**config.mk**
```make
export PLATFORM = sky130hd
export DESIGN_NAME = mc_control_unit_flat
export DESIGN_NICKNAME = d
export VERILOG_FILES = /design/src/rtl/mc_control_unit_if.sv /design/src/rtl/mc_control_unit.sv /design/src/flat_wrapper.sv
export SDC_FILE = /design/constraint.sdc
export NUM_CORES = 1
export LEC_CHECK = 0
export BUFFER_PORTS_ARGS = -buffer_cell sky130_fd_sc_hd__buf_2
export CORE_MARGIN = 2
export CORE_UTILIZATION = 39
export CTS_CLUSTER_SIZE = 12
export DETAILED_ROUTE_END_ITERATION = 8
export HOLD_SLACK_MARGIN = 0.08
export PLACE_DENSITY = 0.75
export SYNTH_ARGS = -nofsm -noshare
export SYNTH_HDL_FRONTEND = slang
export SYNTH_SLANG_ARGS = --single-unit
```
**constraint.sdc**
```tcl
create_clock -name clk -period 1.5 [get_ports clk]
set_input_delay 0.075 -clock clk [delete_from_list [all_inputs] [get_ports clk]]
set_output_delay 0.075 -clock clk [all_outputs]
set_load 0.01 [all_outputs]
```
**src/rtl/mc_control_unit_if.sv**
```systemverilog
// Control bundle between the multi-cycle control unit and the MIPS datapath.
// master: the control unit (consumes IR fields and flags, drives controls).
// slave:  the datapath side (drives IR fields and flags, consumes controls).
interface mc_control_unit_if;
    logic [5:0] op;
    logic [5:0] func;
    logic       zero;
    logic       mem_ready;
    logic [3:0] aluc;
    logic       alusrca;
    logic [1:0] alusrcb;
    logic       shift;
    logic       sext;
    logic       iord;
    logic       wpc;
    logic       wir;
    logic       wmem;
    logic       wreg;
    logic [1:0] pcsrc;
    logic       regrt;
    logic       m2reg;
    logic       jal;
    logic       illegal;
    logic [2:0] state;

    modport master (
        input  op, func, zero, mem_ready,
        output aluc, alusrca, alusrcb, shift, sext, iord, wpc, wir, wmem,
               wreg, pcsrc, regrt, m2reg, jal, illegal, state
    );

    modport slave (
        output op, func, zero, mem_ready,
        input  aluc, alusrca, alusrcb, shift, sext, iord, wpc, wir, wmem,
               wreg, pcsrc, regrt, m2reg, jal, illegal, state
    );
endinterface

```
**src/rtl/mc_control_unit.sv**
```systemverilog
// Multi-cycle MIPS control unit: five-state FSM (IF, ID, EXE, MEM, WB)
// sequencing the datapath from the IR op/func fields.
// Optional feature macro: MCCU_JAL_EN enables jal and jr decoding; without
// it both are treated as illegal instructions and jal is tied to 0.
module mc_control_unit (
    input  logic              clk,
    input  logic              clrn,
    mc_control_unit_if.master ctl
);
    typedef enum logic [2:0] {
        S_IF  = 3'd0,
        S_ID  = 3'd1,
        S_EXE = 3'd2,
        S_MEM = 3'd3,
        S_WB  = 3'd4
    } state_e;

    typedef enum logic [3:0] {
        ALU_ADD = 4'b0000,
        ALU_SUB = 4'b0100,
        ALU_AND = 4'b0001,
        ALU_OR  = 4'b0101,
        ALU_XOR = 4'b0010,
        ALU_SLL = 4'b0011,
        ALU_SRL = 4'b0111,
        ALU_SRA = 4'b1111
    } alu_e;

    typedef enum logic [3:0] {
        C_ILL, C_RALU, C_SHIFT, C_IALU, C_LW, C_SW,
        C_BEQ, C_BNE, C_J, C_JAL, C_JR
    } cls_e;

    state_e r_state;
    state_e w_next;
    cls_e   w_cls;
    alu_e   w_alu;
    logic   w_taken;

    // Instruction decode: classify op/func and pick the ALU operation.
    always_comb begin
        // NOTE: every signal gets a default first so no path infers a latch.
        w_cls = C_ILL;
        w_alu = ALU_ADD;
        unique case (ctl.op)
            6'b000000: begin
                unique case (ctl.func)
                    6'b100000: begin w_cls = C_RALU;  w_alu = ALU_ADD; end
                    6'b100010: begin w_cls = C_RALU;  w_alu = ALU_SUB; end
                    6'b100100: begin w_cls = C_RALU;  w_alu = ALU_AND; end
                    6'b100101: begin w_cls = C_RALU;  w_alu = ALU_OR;  end
                    6'b100110: begin w_cls = C_RALU;  w_alu = ALU_XOR; end
                    6'b000000: begin w_cls = C_SHIFT; w_alu = ALU_SLL; end
                    6'b000010: begin w_cls = C_SHIFT; w_alu = ALU_SRL; end
                    6'b000011: begin w_cls = C_SHIFT; w_alu = ALU_SRA; end
`ifdef MCCU_JAL_EN
                    6'b001000: w_cls = C_JR;
`endif
                    default:   w_cls = C_ILL;
                endcase
            end
            6'b001000: begin w_cls = C_IALU; w_alu = ALU_ADD; end
            6'b001100: begin w_cls = C_IALU; w_alu = ALU_AND; end
            6'b001101: begin w_cls = C_IALU; w_alu = ALU_OR;  end
            6'b001110: begin w_cls = C_IALU; w_alu = ALU_XOR; end
            6'b100011: w_cls = C_LW;
            6'b101011: w_cls = C_SW;
            6'b000100: begin w_cls = C_BEQ; w_alu = ALU_SUB; end
            6'b000101: begin w_cls = C_BNE; w_alu = ALU_SUB; end
            6'b000010: w_cls = C_J;
`ifdef MCCU_JAL_EN
            6'b000011: w_cls = C_JAL;
`endif
            default:   w_cls = C_ILL;
        endcase
    end

    assign w_taken = ((w_cls == C_BEQ) &&  ctl.zero) ||
                     ((w_cls == C_BNE) && !ctl.zero);

    // Per-state control outputs and next-state selection.
    always_comb begin
        w_next      = S_IF;
        ctl.aluc    = ALU_ADD;
        ctl.alusrca = 1'b0;
        ctl.alusrcb = 2'b00;
        ctl.shift   = 1'b0;
        ctl.sext    = 1'b0;
        ctl.iord    = 1'b0;
        ctl.wpc     = 1'b0;
        ctl.wir     = 1'b0;
        ctl.wmem    = 1'b0;
        ctl.wreg    = 1'b0;
        ctl.pcsrc   = 2'b00;
        ctl.regrt   = 1'b0;
        ctl.m2reg   = 1'b0;
        ctl.jal     = 1'b0;
        ctl.illegal = 1'b0;
        case (r_state)
            S_IF: begin
                ctl.alusrcb = 2'b01;
                if (ctl.mem_ready) begin
                    ctl.wir = 1'b1;
                    ctl.wpc = 1'b1;
                    w_next  = S_ID;
                end else begin
                    w_next  = S_IF;
                end
            end
            S_ID: begin
                // PC + (sext(imm) << 2) is computed here as the branch target.
                ctl.alusrcb = 2'b11;
                ctl.sext    = 1'b1;
                case (w_cls)
                    C_J:   begin ctl.wpc = 1'b1; ctl.pcsrc = 2'b11; end
                    C_JAL: begin
                        ctl.wpc   = 1'b1;
                        ctl.pcsrc = 2'b11;
                        ctl.jal   = 1'b1;
                        ctl.wreg  = 1'b1;
                    end
                    C_JR:  begin ctl.wpc = 1'b1; ctl.pcsrc = 2'b10; end
                    C_ILL: ctl.illegal = 1'b1;
                    default: w_next = S_EXE;
                endcase
            end
            S_EXE: begin
                ctl.alusrca = 1'b1;
                case (w_cls)
                    C_RALU: begin ctl.aluc = w_alu; w_next = S_WB; end
                    C_SHIFT: begin
                        ctl.aluc  = w_alu;
                        ctl.shift = 1'b1;
                        w_next    = S_WB;
                    end
                    C_IALU: begin
                        ctl.aluc    = w_alu;
                        ctl.alusrcb = 2'b10;
                        ctl.sext    = (ctl.op == 6'b001000);
                        w_next      = S_WB;
                    end
                    C_LW, C_SW: begin
                        ctl.alusrcb = 2'b10;
                        ctl.sext    = 1'b1;
                        w_next      = S_MEM;
                    end
                    C_BEQ, C_BNE: begin
                        ctl.aluc = ALU_SUB;
                        if (w_taken) begin
                            ctl.wpc   = 1'b1;
                            ctl.pcsrc = 2'b01;
                        end
                    end
                    default: w_next = S_IF;
                endcase
            end
            S_MEM: begin
                ctl.iord = 1'b1;
                ctl.wmem = (w_cls == C_SW);
                if (!ctl.mem_ready)    w_next = S_MEM;
                else if (w_cls == C_LW) w_next = S_WB;
                else                   w_next = S_IF;
            end
            S_WB: begin
                ctl.wreg  = 1'b1;
                ctl.regrt = (w_cls == C_IALU) || (w_cls == C_LW);
                ctl.m2reg = (w_cls == C_LW);
            end
            default: w_next = S_IF;
        endcase
        // NOTE: reset must also silence the combinational write enables,
        // otherwise IF with mem_ready=1 would write PC/IR during reset.
        if (!clrn) begin
            ctl.wpc     = 1'b0;
            ctl.wir     = 1'b0;
            ctl.wmem    = 1'b0;
            ctl.wreg    = 1'b0;
            ctl.illegal = 1'b0;
        end
    end

    assign ctl.state = r_state;

    // State register with asynchronous return to IF.
    always_ff @(posedge clk or negedge clrn) begin
        // NOTE: state updates use non-blocking assignment to avoid races.
        if (!clrn) r_state <= S_IF;
        else       r_state <= w_next;
    end
endmodule

```
**src/flat_wrapper.sv**
```systemverilog
// flat-port wrapper written by rule: the top's interface ports become plain ports
module mc_control_unit_flat 
  (clk, clrn, ctl_op, ctl_func, ctl_zero, ctl_mem_ready, ctl_aluc, ctl_alusrca, ctl_alusrcb, ctl_shift, ctl_sext, ctl_iord, ctl_wpc, ctl_wir, ctl_wmem, ctl_wreg, ctl_pcsrc, ctl_regrt, ctl_m2reg, ctl_jal, ctl_illegal, ctl_state);
  mc_control_unit_if ctl_i ();
  input  logic clk;
  input  logic clrn;
  input wire logic [$bits(ctl_i.op)-1:0] ctl_op;
  input wire logic [$bits(ctl_i.func)-1:0] ctl_func;
  input wire logic [$bits(ctl_i.zero)-1:0] ctl_zero;
  input wire logic [$bits(ctl_i.mem_ready)-1:0] ctl_mem_ready;
  output wire logic [$bits(ctl_i.aluc)-1:0] ctl_aluc;
  output wire logic [$bits(ctl_i.alusrca)-1:0] ctl_alusrca;
  output wire logic [$bits(ctl_i.alusrcb)-1:0] ctl_alusrcb;
  output wire logic [$bits(ctl_i.shift)-1:0] ctl_shift;
  output wire logic [$bits(ctl_i.sext)-1:0] ctl_sext;
  output wire logic [$bits(ctl_i.iord)-1:0] ctl_iord;
  output wire logic [$bits(ctl_i.wpc)-1:0] ctl_wpc;
  output wire logic [$bits(ctl_i.wir)-1:0] ctl_wir;
  output wire logic [$bits(ctl_i.wmem)-1:0] ctl_wmem;
  output wire logic [$bits(ctl_i.wreg)-1:0] ctl_wreg;
  output wire logic [$bits(ctl_i.pcsrc)-1:0] ctl_pcsrc;
  output wire logic [$bits(ctl_i.regrt)-1:0] ctl_regrt;
  output wire logic [$bits(ctl_i.m2reg)-1:0] ctl_m2reg;
  output wire logic [$bits(ctl_i.jal)-1:0] ctl_jal;
  output wire logic [$bits(ctl_i.illegal)-1:0] ctl_illegal;
  output wire logic [$bits(ctl_i.state)-1:0] ctl_state;
  assign ctl_i.op = ctl_op;
  assign ctl_i.func = ctl_func;
  assign ctl_i.zero = ctl_zero;
  assign ctl_i.mem_ready = ctl_mem_ready;
  assign ctl_aluc = ctl_i.aluc;
  assign ctl_alusrca = ctl_i.alusrca;
  assign ctl_alusrcb = ctl_i.alusrcb;
  assign ctl_shift = ctl_i.shift;
  assign ctl_sext = ctl_i.sext;
  assign ctl_iord = ctl_i.iord;
  assign ctl_wpc = ctl_i.wpc;
  assign ctl_wir = ctl_i.wir;
  assign ctl_wmem = ctl_i.wmem;
  assign ctl_wreg = ctl_i.wreg;
  assign ctl_pcsrc = ctl_i.pcsrc;
  assign ctl_regrt = ctl_i.regrt;
  assign ctl_m2reg = ctl_i.m2reg;
  assign ctl_jal = ctl_i.jal;
  assign ctl_illegal = ctl_i.illegal;
  assign ctl_state = ctl_i.state;
  mc_control_unit u_core (.clk(clk), .clrn(clrn), .ctl(ctl_i));
endmodule
```
# Word-level counts from Yosys, hierarchy flattened
# Cells that the tools add are included.
# totals
in_bits,16
reg_bits,3
word_cells,94
output_inout_bits,23
# op_classes
muxes,43
reduce_logical,20
n_eq_ne,30
# op_table
op,count
4-bit one-hot mux with 7 select lines,2
"6-bit == test, second input constant",7
"6-bit by 4-bit == test with 1-bit output, second input constant",4
1-bit two-way mux,23
4-bit one-hot mux with 5 select lines,1
"6-bit by 2-bit == test with 1-bit output, second input constant",3
"4-bit by 3-bit == test with 1-bit output, second input constant",4
"4-bit == test, second input constant",3
"6-bit by 3-bit == test with 1-bit output, second input constant",2
6-bit zero test,2
2-bit one-hot mux with 2 select lines,3
3-bit one-hot mux with 4 select lines,1
3-bit OR reduction,4
"4-bit by 2-bit == test with 1-bit output, second input constant",2
4-bit one-hot mux with 2 select lines,1
2-bit OR reduction,4
4-bit OR reduction,2
"3-bit by 2-bit == test with 1-bit output, second input constant",2
2-bit two-way mux,3
3-bit two-way mux,2
1-bit one-hot mux with 2 select lines,3
2-bit one-hot mux with 3 select lines,1
3-bit one-hot mux with 2 select lines,1
5-bit OR reduction,1
other kinds (10),12

# Depth between registers and ports, before layout
# Gate-level depths: netlist of the first run.
# depth
ltp_word,11
mapped_depth,6
ltp_nobuf,5

# Worst setup path after synthesis of the first run
# Ideal clock, no wire load.
# synth_path
path_type,register -> output
startpoint,"register u_core.r_state[1], in the netlist u_core.ctl.state[1]"
endpoint,output port ctl_sext
arrival_time_ns,1.744
n_path_buf,0
path_slack_ns,-0.319
path_stages_with_launch,5
required_time_ns,1.425
cell_sequence,dfrtp_1 inv_1 nor3_1 nand3_1 o41ai_1
# synth_via
elab_chain_len,2
word_cells_on_any_way,3
cone_classes,eq/ne: 2; mux: 1
# synth_rtl
element,line,source
start: declaration,mc_control_unit.sv:34,state_e r_state;
start signal: assignment,mc_control_unit.sv:188,else r_state <= w_next;
3-bit by 2-bit == test with 1-bit output or 3-bit by 1-bit == test with 1-bit output (tied branches),mc_control_unit.sv:99,case (r_state)
1-bit one-hot mux with 2 select lines *,mc_control_unit.sv:99,
end: declaration,flat_wrapper.sv:15,output wire logic [$bits(ctl_i.sext)-1:0] ctl_sext;
# Every way passes the cells marked *; elsewhere a longest branch is shown, timed or not.

# Final worst setup path of the first run
# layout_path
startpoint,input port ctl_op[2]
endpoint,output port ctl_aluc[1]
# layout_via
elab_chain_len,7
word_cells_on_any_way,23
cone_classes,eq/ne: 14; mux: 4; reduce/logical: 5
# layout_rtl
element,line,source
start: declaration,flat_wrapper.sv:7,input wire logic [$bits(ctl_i.op)-1:0] ctl_op;
6-bit by 4-bit == test with 1-bit output,mc_control_unit.sv:45,unique case (ctl.op)
4-bit OR reduction (no line),n/a,
4-bit one-hot mux with 7 select lines,mc_control_unit.sv:45,
4-bit by 1-bit == test with 1-bit output (tied with other cells),mc_control_unit.sv:129,case (w_cls)
3-bit OR reduction (no line) or 2-bit OR reduction (tied branches),n/a,
4-bit one-hot mux with 2 select lines *,mc_control_unit.sv:129,
4-bit two-way mux *,mc_control_unit.sv:99,
end: declaration,flat_wrapper.sv:11,output wire logic [$bits(ctl_i.aluc)-1:0] ctl_aluc;
# Marked as above.

==> results.py, run 1 <==
metrics = {
    "status": {
        "status": "finished, violations left",
        "violations": "setup timing",
    },
    "worst_setup_path": {
        "endpoint_kind": "output port",
        "crit_fanout": 7,
        "worstPathRequired_ps": 1420,
        "cp_slowest_cell": "or4_4",
        "worst-setup-path-type": "primary input to output port",
        "critPathArrivalTime_ps": 1640,
        "max_stage_delay_ps": 530,
        "r2r_slack_ps": 80,
        "path_delay_family": "simple AND/OR/NAND/NOR gates",
        "crit_path_start_kind": "primary input",
        "crit_path_cell_trace": "buf_6 -> nand2b_4 -> or4_4 -> a31o_4 -> o211ai_1 -> nor3_1 -> buf_2",
        "critical_path_buf_inv_count": 2,
    },
    "floorplan": {
        "die_h_microns": 45.8,
        "die_w_microns": 45.8,
        "die_area_sq_um": 2100,
        "num_rows": 15,
        "start_util_pct": 40.4,
        "ioPinCount": 39,
        "core_area_sq_um": 1690,
    },
    "synthesis": {
        "synthDistinctLibCells": 42,
        "synth_area_leaders": "dfrtp_1 11%, nand2_1 5.5%, nor2_1 5.5%",
        "synthCells": 100,
        "syn_nets": 116,
        "ys.warnings.count": 0,
        "syn_area_sq_um": 682,
        "postSynthAreaPerCell_sq_um": 6.82,
        "synthFlopType": "dfrtp_1",
        "async_flop_share_pct": 100,
        "synth.ff_latch_count": 3,
        "ys_seq_area_share_pct": 11.0,
        "ys_top_cells_by_count": "10 x nand2_1, 10 x nor2_1, 6 x nand3_1",
        "yosys.area.top_type": "dfrtp_1",
        "synth_top_area_share_pct": 11.0,
        "synth_edf_count": 0,
    },
    "clock_tree": {
        "h-tree-depth": 1,
        "numCtsBuffers": 3,
        "clkTransAtPathRegs_ps": 40,
        "cts_sinks": 3,
        "cts_tree": "done",
        "clk_latency_ps": 240,
        "root_buffer": "clkbuf_4",
        "clockBufferDepth": 2,
    },
    "global_route": {
        "grt_pass1_vias": 1031,
        "grt_overflow_total": 0,
        "grt_pass1_wl_microns": 4550,
        "grt_max_degree": 10,
        "antenna_found_initial": 0,
        "grt_use_total_pct": 30.2,
    },
    "worst_hold_path": {
        "hold_path_class": "primary input to flip-flop",
    },
    "route": {
        "via_count": 1177,
        "routedWlPerCell_microns": 16.3,
        "wl_microns": 3260,
        "drc": 0,
        "drt_iter0_markers": 57,
        "viasPerCell": 5.89,
        "firstDrtPassIters": 4,
        "ant_nets": 0,
    },
    "pwr": {
        "finalPower_uw": 640,
        "leakagePower_nw": 0.661,
        "cellPowerDensity_nw_per_um2": 447,
        "ir_drop_mv": 0.521,
    },
    "timing": {
        "rsz0062_at_grt": "yes",
        "setup-violations-final": 15,
        "clock.fmax_mhz": 585,
        "period_share_pct": 114,
        "finalHoldViolCount": 0,
        "finalClockSkew_ps": 2.10,
        "min_period_ps": 1710,
        "worst_slack_ps": -211,
        "whs_ps": 117,
        "slew_viol_final": 0,
    },
    "cells_and_area": {
        "layout.cells.non_filler": 200,
        "drive_above_1_share_pct": 62.3,
        "final_nets": 200,
        "multi_input_comb_area_sq_um": 721,
        "regArea_sq_um": 76.3,
        "insertedDiodeCount": 0,
        "area_delta_synth_final_pct": 110,
        "largest_reg_flops": 3,
        "fillCellCount": 95,
    },
    "placement": {
        "port_buffers": 37,
        "post-place-ws_ps": -210,
        "place_congestion": 0.933,
        "dpl.hpwl_microns": 2030,
        "dp_cells": 183,
    },
    "run": {
        "cap_violations": 0,
    },
}
-- area by class of cell --
class,count,share of cell area (%)
clock buffer,4,1.84
inverter,4,1.05
multi-input combinational,90,50.3
sequential,3,5.33
tap,17,1.49
timing repair buffer,82,39.9
-- per-layer routing --
metal	vias to the layer above	track usage, %	routed length (microns)
met5	-	0	0
met4	0	12.6	93
met3	10	3.57	121
met2	52	56.3	1770
met1	569	33.8	1270
li1	546	-	-
-- final timing paths --
| kind | start | endpoint | cells past startpoint |
|---|---|---|---|
| max | ctl_op[2] | ctl_aluc[1] | 7 |
| min | ctl_mem_ready | u_core.ctl.state[1] | 2 |
| max reg2reg | u_core.ctl.state[0] | u_core.ctl.state[0] | 6 |
| min reg2reg | u_core.ctl.state[2] | u_core.ctl.state[0] | 1 |
| max in group asynchronous | clrn | u_core.ctl.state[2] | 2 |
| min in group asynchronous | clrn | u_core.ctl.state[1] | 2 |
-- where the power goes --
group          switching (mW)  internal [mW]  total [mW]
registers             0.00943         0.0890      0.0984
logic                   0.200          0.198       0.398
clock network          0.0438         0.0998       0.144
-- per-stage QoR --
step | cell area (sq um) | utilization [%] | TNS, ps
after floorplan | 707 | - | -13.4
after global placement | 1130 | 66.9 | -1910
final | 1430 | 84.7 | -2290
after detailed placement | 1130 | 66.9 | -2150
after CTS | 1350 | 79.7 | -1470
after global routing | 1430 | 84.7 | -3250
-- cells in the final DEF, fill, tap and decap left out, drive strengths merged, types with 2 or more instances in the layout --
cell type  instances
nand2             10
nor4               6
dfrtp              3
nand3b             2
a21oi              6
inv                4
nand3              6
clkbuf             4
and2               2
nor2b              5
a21o               2
nor2              10
nor3               4
a211oi             2
o221ai             2
nand2b             3
buf               81
or3                2
and3               5
o21ai              6
-- cells by family (layout without fill, tap and decap cells) --
kind of cell / count (synthesis) / count (layout) / synth area share, %
AND/OR/NAND/NOR: 60 / 60 / 50.3
AO/OA/AOI/OAI: 27 / 27 / 29.7
buffers and inverters: 7 / 90 / 5.69
flip-flops: 3 / 3 / 11.0
other: 1 / 1 / 0.550
XOR/XNOR: 1 / 1 / 1.28
multiplexers: 1 / 1 / 1.47
-- timing repair --
action                                  4_1_cts  5_1_grt
hold buffers                                  1        0
setup buffers                                 8        4
pin swaps                                     9        8
endpoints found under the setup margin       13       18
endpoints found under the hold margin         3        0
gates resized for setup                      28       13
No activity file was read; power rests on OpenSTA's default activity.
==> run 2: changes to the inputs <==
--- a/config.mk
+++ b/config.mk
@@ -6,7 +6,6 @@
 export NUM_CORES = 1
 export LEC_CHECK = 0
 export BUFFER_PORTS_ARGS = -buffer_cell sky130_fd_sc_hd__buf_2
-export CORE_MARGIN = 2
 export CORE_UTILIZATION = 39
 export CTS_CLUSTER_SIZE = 12
 export DETAILED_ROUTE_END_ITERATION = 8
==> run 2 against run 1 <==
  * The flow finishes with violations (DRC, setup timing)
  * Hold slack better by 35 ps
  * Critical path depth unchanged
  * Highest routed layer unchanged
  * Global-route usage is 0.44 points higher
  * Sequential power barely moved
  * Largest cell class unchanged
  * Flip-flop and latch count stayed put
  * Core utilization down 1.7 points
  * Combinational power fell by 13%
  * Via count fell by 8.7%
  * Non-clock buffer count decreased by 10
  * Routed wire length down 6.3%
  * Sequential share of layout area up 0.60 points
  * Cell count is 5.5% lower
==> results.py, run 2 (synthesis gave the netlist of run 1 again) <==
metrics = {
    "route": {
        "wl_microns": 3050,
        "drc": 4,
        "viasPerCell": 5.69,
        "firstDrtPassIters": 6,
        "via_count": 1075,
        "ant_nets": 0,
        "drt_iter0_markers": 34,
        "routedWlPerCell_microns": 16.1,
    },
    "floorplan": {
        "num_rows": 14,
        "start_util_pct": 43.3,
        "ioPinCount": 39,
        "die_area_sq_um": 1920,
        "die_w_microns": 43.8,
        "die_h_microns": 43.8,
        "core_area_sq_um": 1580,
    },
    "clock_tree": {
        "root_buffer": "clkbuf_4",
        "clkTransAtPathRegs_ps": 30,
        "numCtsBuffers": 3,
        "h-tree-depth": 1,
        "clk_latency_ps": 230,
        "clockBufferDepth": 2,
        "cts_sinks": 3,
        "cts_tree": "done",
    },
    "cells_and_area": {
        "insertedDiodeCount": 0,
        "final_common_cell": "buf_2",
        "final_nets": 190,
        "drive_above_1_share_pct": 58.4,
        "fillCellCount": 111,
        "largest_reg_flops": 3,
        "final_cell_mix": "33 x buf_2, 32 x buf_4, 9 x nand2_1",
        "area_delta_synth_final_pct": 91.9,
    },
    "placement": {
        "dpl.hpwl_microns": 2140,
        "place_congestion": 0.909,
        "port_buffers": 37,
    },
    "pwr": {
        "ir_drop_mv": 0.599,
        "finalPower_uw": 584,
        "leakagePower_nw": 0.615,
        "cellPowerDensity_nw_per_um2": 447,
    },
    "worst_setup_path": {
        "endpoint_kind": "output port",
        "r2r_cells": 5,
        "timing.rr.end": "u_core.ctl.state[2]",
        "critPathArrivalTime_ps": 1650,
        "crit_path_start_kind": "primary input",
        "worst-setup-path-type": "primary input to output port",
        "rr_startpoint": "u_core.ctl.state[2]",
        "crit_fanout": 5,
        "worstPathRequired_ps": 1420,
        "r2r_slack_ps": 200,
    },
    "timing": {
        "finalHoldViolCount": 0,
        "rsz0062_at_grt": "yes",
        "period_share_pct": 115,
        "finalClockSkew_ps": 1.28,
        "worst_slack_ps": -224,
        "clock.fmax_mhz": 580,
        "whs_ps": 152,
        "slew_viol_final": 0,
        "setup-violations-final": 13,
        "min_period_ps": 1720,
    },
    "global_route": {
        "grt_max_degree": 10,
        "antenna_found_initial": 0,
        "grt_pass1_vias": 1004,
        "grt_overflow_total": 0,
        "grt_use_total_pct": 30.6,
        "grt_pass1_wl_microns": 4490,
    },
    "worst_hold_path": {
        "hold_path_class": "primary input to flip-flop",
        "hold_path_end": "u_core.ctl.state[2]",
        "hold_depth": 3,
        "worstHoldStart": "ctl_mem_ready",
    },
    "status": {
        "violations": "DRC, setup timing",
        "status": "finished, violations left",
    },
    "run": {
        "cap_violations": 0,
    },
}
-- run 2: cell type report --
cell class                      count  area [sq um]  area share (%)
Inverter                            4          15.0            1.15
Timing Repair Buffer               72           487            37.2
Tap cell                           16          20.0            1.53
Multi-Input combinational cell     90           683            52.2
Clock buffer                        4          26.3            2.01
Sequential cell                     3          77.6            5.93
-- run 2: what timing repair did --
action | 4_1_cts | 5_1_grt
buffers inserted | 2 | 3
hold buffers | 1 | 0
pin swaps | 10 | 10
setup endpoints to repair | 13 | 15
endpoints found under the hold margin | 3 | 0
resized for setup | 15 | 20
-- run 2: metal layers --
layer	routed length, microns	track usage (%)	up-vias
met5	0	0	-
met4	8	8.75	0
met3	149	0	2
met2	1680	59.1	43
met1	1210	36.5	501
li1	-	-	529
-- run 2: where the power goes --
group / internal [mW] / leakage (nW) / total [mW] / switching [mW]
Clock: 0.0994 / 0.0150 / 0.138 / 0.0389
Sequential: 0.0899 / 0.0372 / 0.101 / 0.0110
Combinational: 0.165 / 0.563 / 0.345 / 0.180
Total: 0.354 / 0.615 / 0.584 / 0.230
-- run 2: worst max-delay path by stage --
stage,startpoint,end,slack (ps),depth (start not counted)
finish,ctl_op[3],ctl_wpc,-220,7
detailed placement,ctl_op[3],ctl_sext,-250,8
floorplan,ctl_op[1],ctl_regrt,-10,5
global placement,ctl_op[3],ctl_regrt,-170,6
global route,ctl_op[5],ctl_aluc[0],-270,7
CTS,ctl_op[3],ctl_wpc,-170,7
-- run 2: critical path, cell delays in order --
cell and delay (ps):
buf_8 100, or4b_4 540, a21o_4 240, nor4_4 240, nand3_1 120, o21ai_1 170
buf_2 160
-- run 2: stage by stage --
step           worst slack [ps]  setup TNS [ps]  instances  cell area [sq um]  util [%]
6_report                   -224           -1850        189               1310      83.0
5_1_grt                    -270           -2600        189               1310      83.0
4_1_cts                    -171           -1390        186               1210      76.9
3_5_place_dp               -251           -2100        179               1110      70.2
3_3_place_gp               -169           -1600        179               1110      70.2
2_1_floorplan             -13.4           -13.4        100                707         -
==> run 3: changes to the inputs <==
--- a/config.mk
+++ b/config.mk
@@ -5,8 +5,9 @@
 export SDC_FILE = /design/constraint.sdc
 export NUM_CORES = 1
 export LEC_CHECK = 0
+export ABC_AREA = 1
 export BUFFER_PORTS_ARGS = -buffer_cell sky130_fd_sc_hd__buf_2
-export CORE_UTILIZATION = 39
+export CORE_UTILIZATION = 41
 export CTS_CLUSTER_SIZE = 12
 export DETAILED_ROUTE_END_ITERATION = 8
 export HOLD_SLACK_MARGIN = 0.08
==> run 3 against run 2 <==
  * The flow finishes with violations (setup timing)
  * Design area is 13% lower
  * Via count is 2.5% lower
  * Register-to-register slack better by 80 ps
  * Flip-flop and latch count unchanged
  * Critical path depth did not move
  * Sequential power about the same
==> results.py, run 3 <==
metrics = {
    "synthesis": {
        "synth_top_area_share_pct": 14.2,
        "synthFlopType": "dfrtp_1",
        "ys_top_cells_by_count": "30 x nand2_1, 20 x nor2_1, 19 x inv_1, 13 x nand3_1, 7 x nand3_2",
        "postSynthAreaPerCell_sq_um": 5.80,
        "ys.warnings.count": 0,
        "synth.most_common_cell": "nand2_1",
        "async_flop_share_pct": 100,
        "synth_edf_count": 0,
        "synthDistinctLibCells": 27,
        "ys_seq_area_share_pct": 9.45,
        "syn_area_sq_um": 795,
        "synthCells": 137,
        "synth.ff_latch_count": 3,
        "yosys.area.top_type": "nand2_1",
        "synth_area_leaders": "nand2_1 14%, dfrtp_1 9.4%, nor2_1 9.4%",
        "syn_nets": 153,
    },
    "worst_hold_path": {
        "hold_path_class": "primary input to flip-flop",
        "worstHoldStart": "ctl_mem_ready",
    },
    "placement": {
        "place_congestion": 0.805,
        "dp_cells": 198,
        "post_dp_cell_area_sq_um": 1000,
        "dpl.hpwl_microns": 1800,
        "port_buffers": 37,
    },
    "cells_and_area": {
        "final_nets": 202,
        "final_cell_mix": "37 x buf_2, 30 x nand2_1, 19 x inv_1",
        "final_common_cell": "buf_2",
        "drive_above_1_share_pct": 47.0,
        "area_delta_synth_final_pct": 43.0,
        "design_area_sq_um": 1140,
        "utilization_pct": 64.4,
        "insertedDiodeCount": 0,
        "largest_reg_flops": 3,
        "layout.cells.non_filler": 210,
    },
    "worst_setup_path": {
        "r2r_slack_ps": 280,
        "endpoint_kind": "output port",
        "crit_fanout": 6,
        "worstPathRequired_ps": 1420,
        "critPathLaunch": "u_core.ctl.state[2]",
        "r2r_cells": 5,
        "crit_path_end": "ctl_wpc",
        "critPathArrivalTime_ps": 1510,
        "timing.rr.end": "u_core.ctl.state[0]",
        "worst-setup-path-type": "flip-flop to output port",
        "crit_path_start_kind": "flip-flop",
        "rr_startpoint": "u_core.ctl.state[2]",
    },
    "run": {
        "cap_violations": 0,
    },
    "floorplan": {
        "num_rows": 15,
        "ioPinCount": 39,
        "die_area_sq_um": 2120,
        "die_h_microns": 46.0,
        "core_area_sq_um": 1760,
        "start_util_pct": 45.0,
        "die_w_microns": 46.0,
    },
    "clock_tree": {
        "root_buffer": "clkbuf_4",
        "clockBufferDepth": 2,
        "clkTransAtPathRegs_ps": 40,
        "cts_sinks": 3,
        "h-tree-depth": 1,
        "clk_latency_ps": 240,
        "numCtsBuffers": 3,
        "cts_tree": "done",
    },
    "global_route": {
        "antenna_found_initial": 0,
        "grt_overflow_total": 0,
        "grt_max_degree": 8,
        "grt_pass1_wl_microns": 3480,
        "grt_use_total_pct": 22.1,
        "grt_pass1_vias": 861,
    },
    "route": {
        "viasPerCell": 4.99,
        "drt_iter0_markers": 20,
        "ant_nets": 0,
        "drc": 0,
        "via_count": 1048,
        "routedWlPerCell_microns": 11.5,
        "firstDrtPassIters": 6,
        "wl_microns": 2420,
    },
    "status": {
        "status": "finished, violations left",
        "violations": "setup timing",
    },
    "timing": {
        "slew_viol_final": 0,
        "period_share_pct": 106,
        "min_period_ps": 1590,
        "rsz0062_at_grt": "yes",
        "finalHoldViolCount": 0,
        "worst_slack_ps": -86.2,
        "finalClockSkew_ps": 4.52,
        "setup_tns_ps": -356,
        "setup-violations-final": 8,
        "clock.fmax_mhz": 630,
    },
    "pwr": {
        "finalPower_uw": 525,
        "leakagePower_nw": 0.703,
        "cellPowerDensity_nw_per_um2": 462,
        "ir_drop_mv": 0.183,
    },
}
## run 3: worst min-delay path by stage
stage / endpoint / slack, ps / cells past startpoint
after floorplan: u_core.ctl.state[0] / -220 / 0
after global placement: u_core.ctl.state[0] / -110 / 1
after detailed placement: u_core.ctl.state[0] / -110 / 1
after CTS: u_core.ctl.state[0] / 150 / 3
after global routing: u_core.ctl.state[2] / 180 / 3
final: u_core.ctl.state[2] / 170 / 3
## run 3: final cells by class
class / count / area, sq um
sequential: 3 / 76.3
fill: 169 / 628
timing repair buffer: 45 / 251
multi-input combinational: 108 / 654
inverter: 25 / 96.3
clock buffer: 4 / 26.3
tap: 25 / 31.3
## run 3: critical path, cell delays in order, from the launching register on
cell     delay (ps)
dfrtp_2         470
nor3_4          300
buf_6           160
nand3_4          80
nand3_2          60
nand2_1          50
inv_1            40
buf_2           110
## run 3: logic make-up (layout without fill, tap and decap cells)
| family | count (synthesis) | in the layout | synth area share, % |
|---|---|---|---|
| other cells | 1 | 1 | 0.472 |
| simple gates | 99 | 99 | 71.0 |
| buf+inv | 26 | 74 | 13.1 |
| flops | 3 | 3 | 9.45 |
| compound gates | 8 | 8 | 5.98 |
## run 3: through the flow
stage                     hold slack (ps)  setup WS [ps]
after floorplan                      -221            228
after global placement               -106            165
after detailed placement             -105            114
after CTS                             150          -42.9
after global routing                  178           -172
final                                 172          -86.2
## run 3: power by group
| part | internal, mW | switching, mW | leakage (nW) | total (mW) |
|---|---|---|---|---|
| logic | 0.112 | 0.166 | 0.650 | 0.278 |
| clock network | 0.100 | 0.0491 | 0.0150 | 0.149 |
| registers | 0.0882 | 0.00947 | 0.0385 | 0.0977 |
## run 3: timing repair
| item | in CTS | in global routing |
|---|---|---|
| hold endpoints to repair | 3 | 0 |
| hold buffers | 1 | 0 |
| gates resized for setup | 3 | 7 |
| pin swaps | 2 | 3 |
| endpoints found under the setup margin | 6 | 12 |
| setup buffers | 2 | 5 |
## run 3: routing by layer
layer  global-route usage, %  wire length, microns
met1                    26.4                  1010
met3                    2.78                   107
met5                       0                     0
met4                    5.29                    50
met2                    40.8                  1250
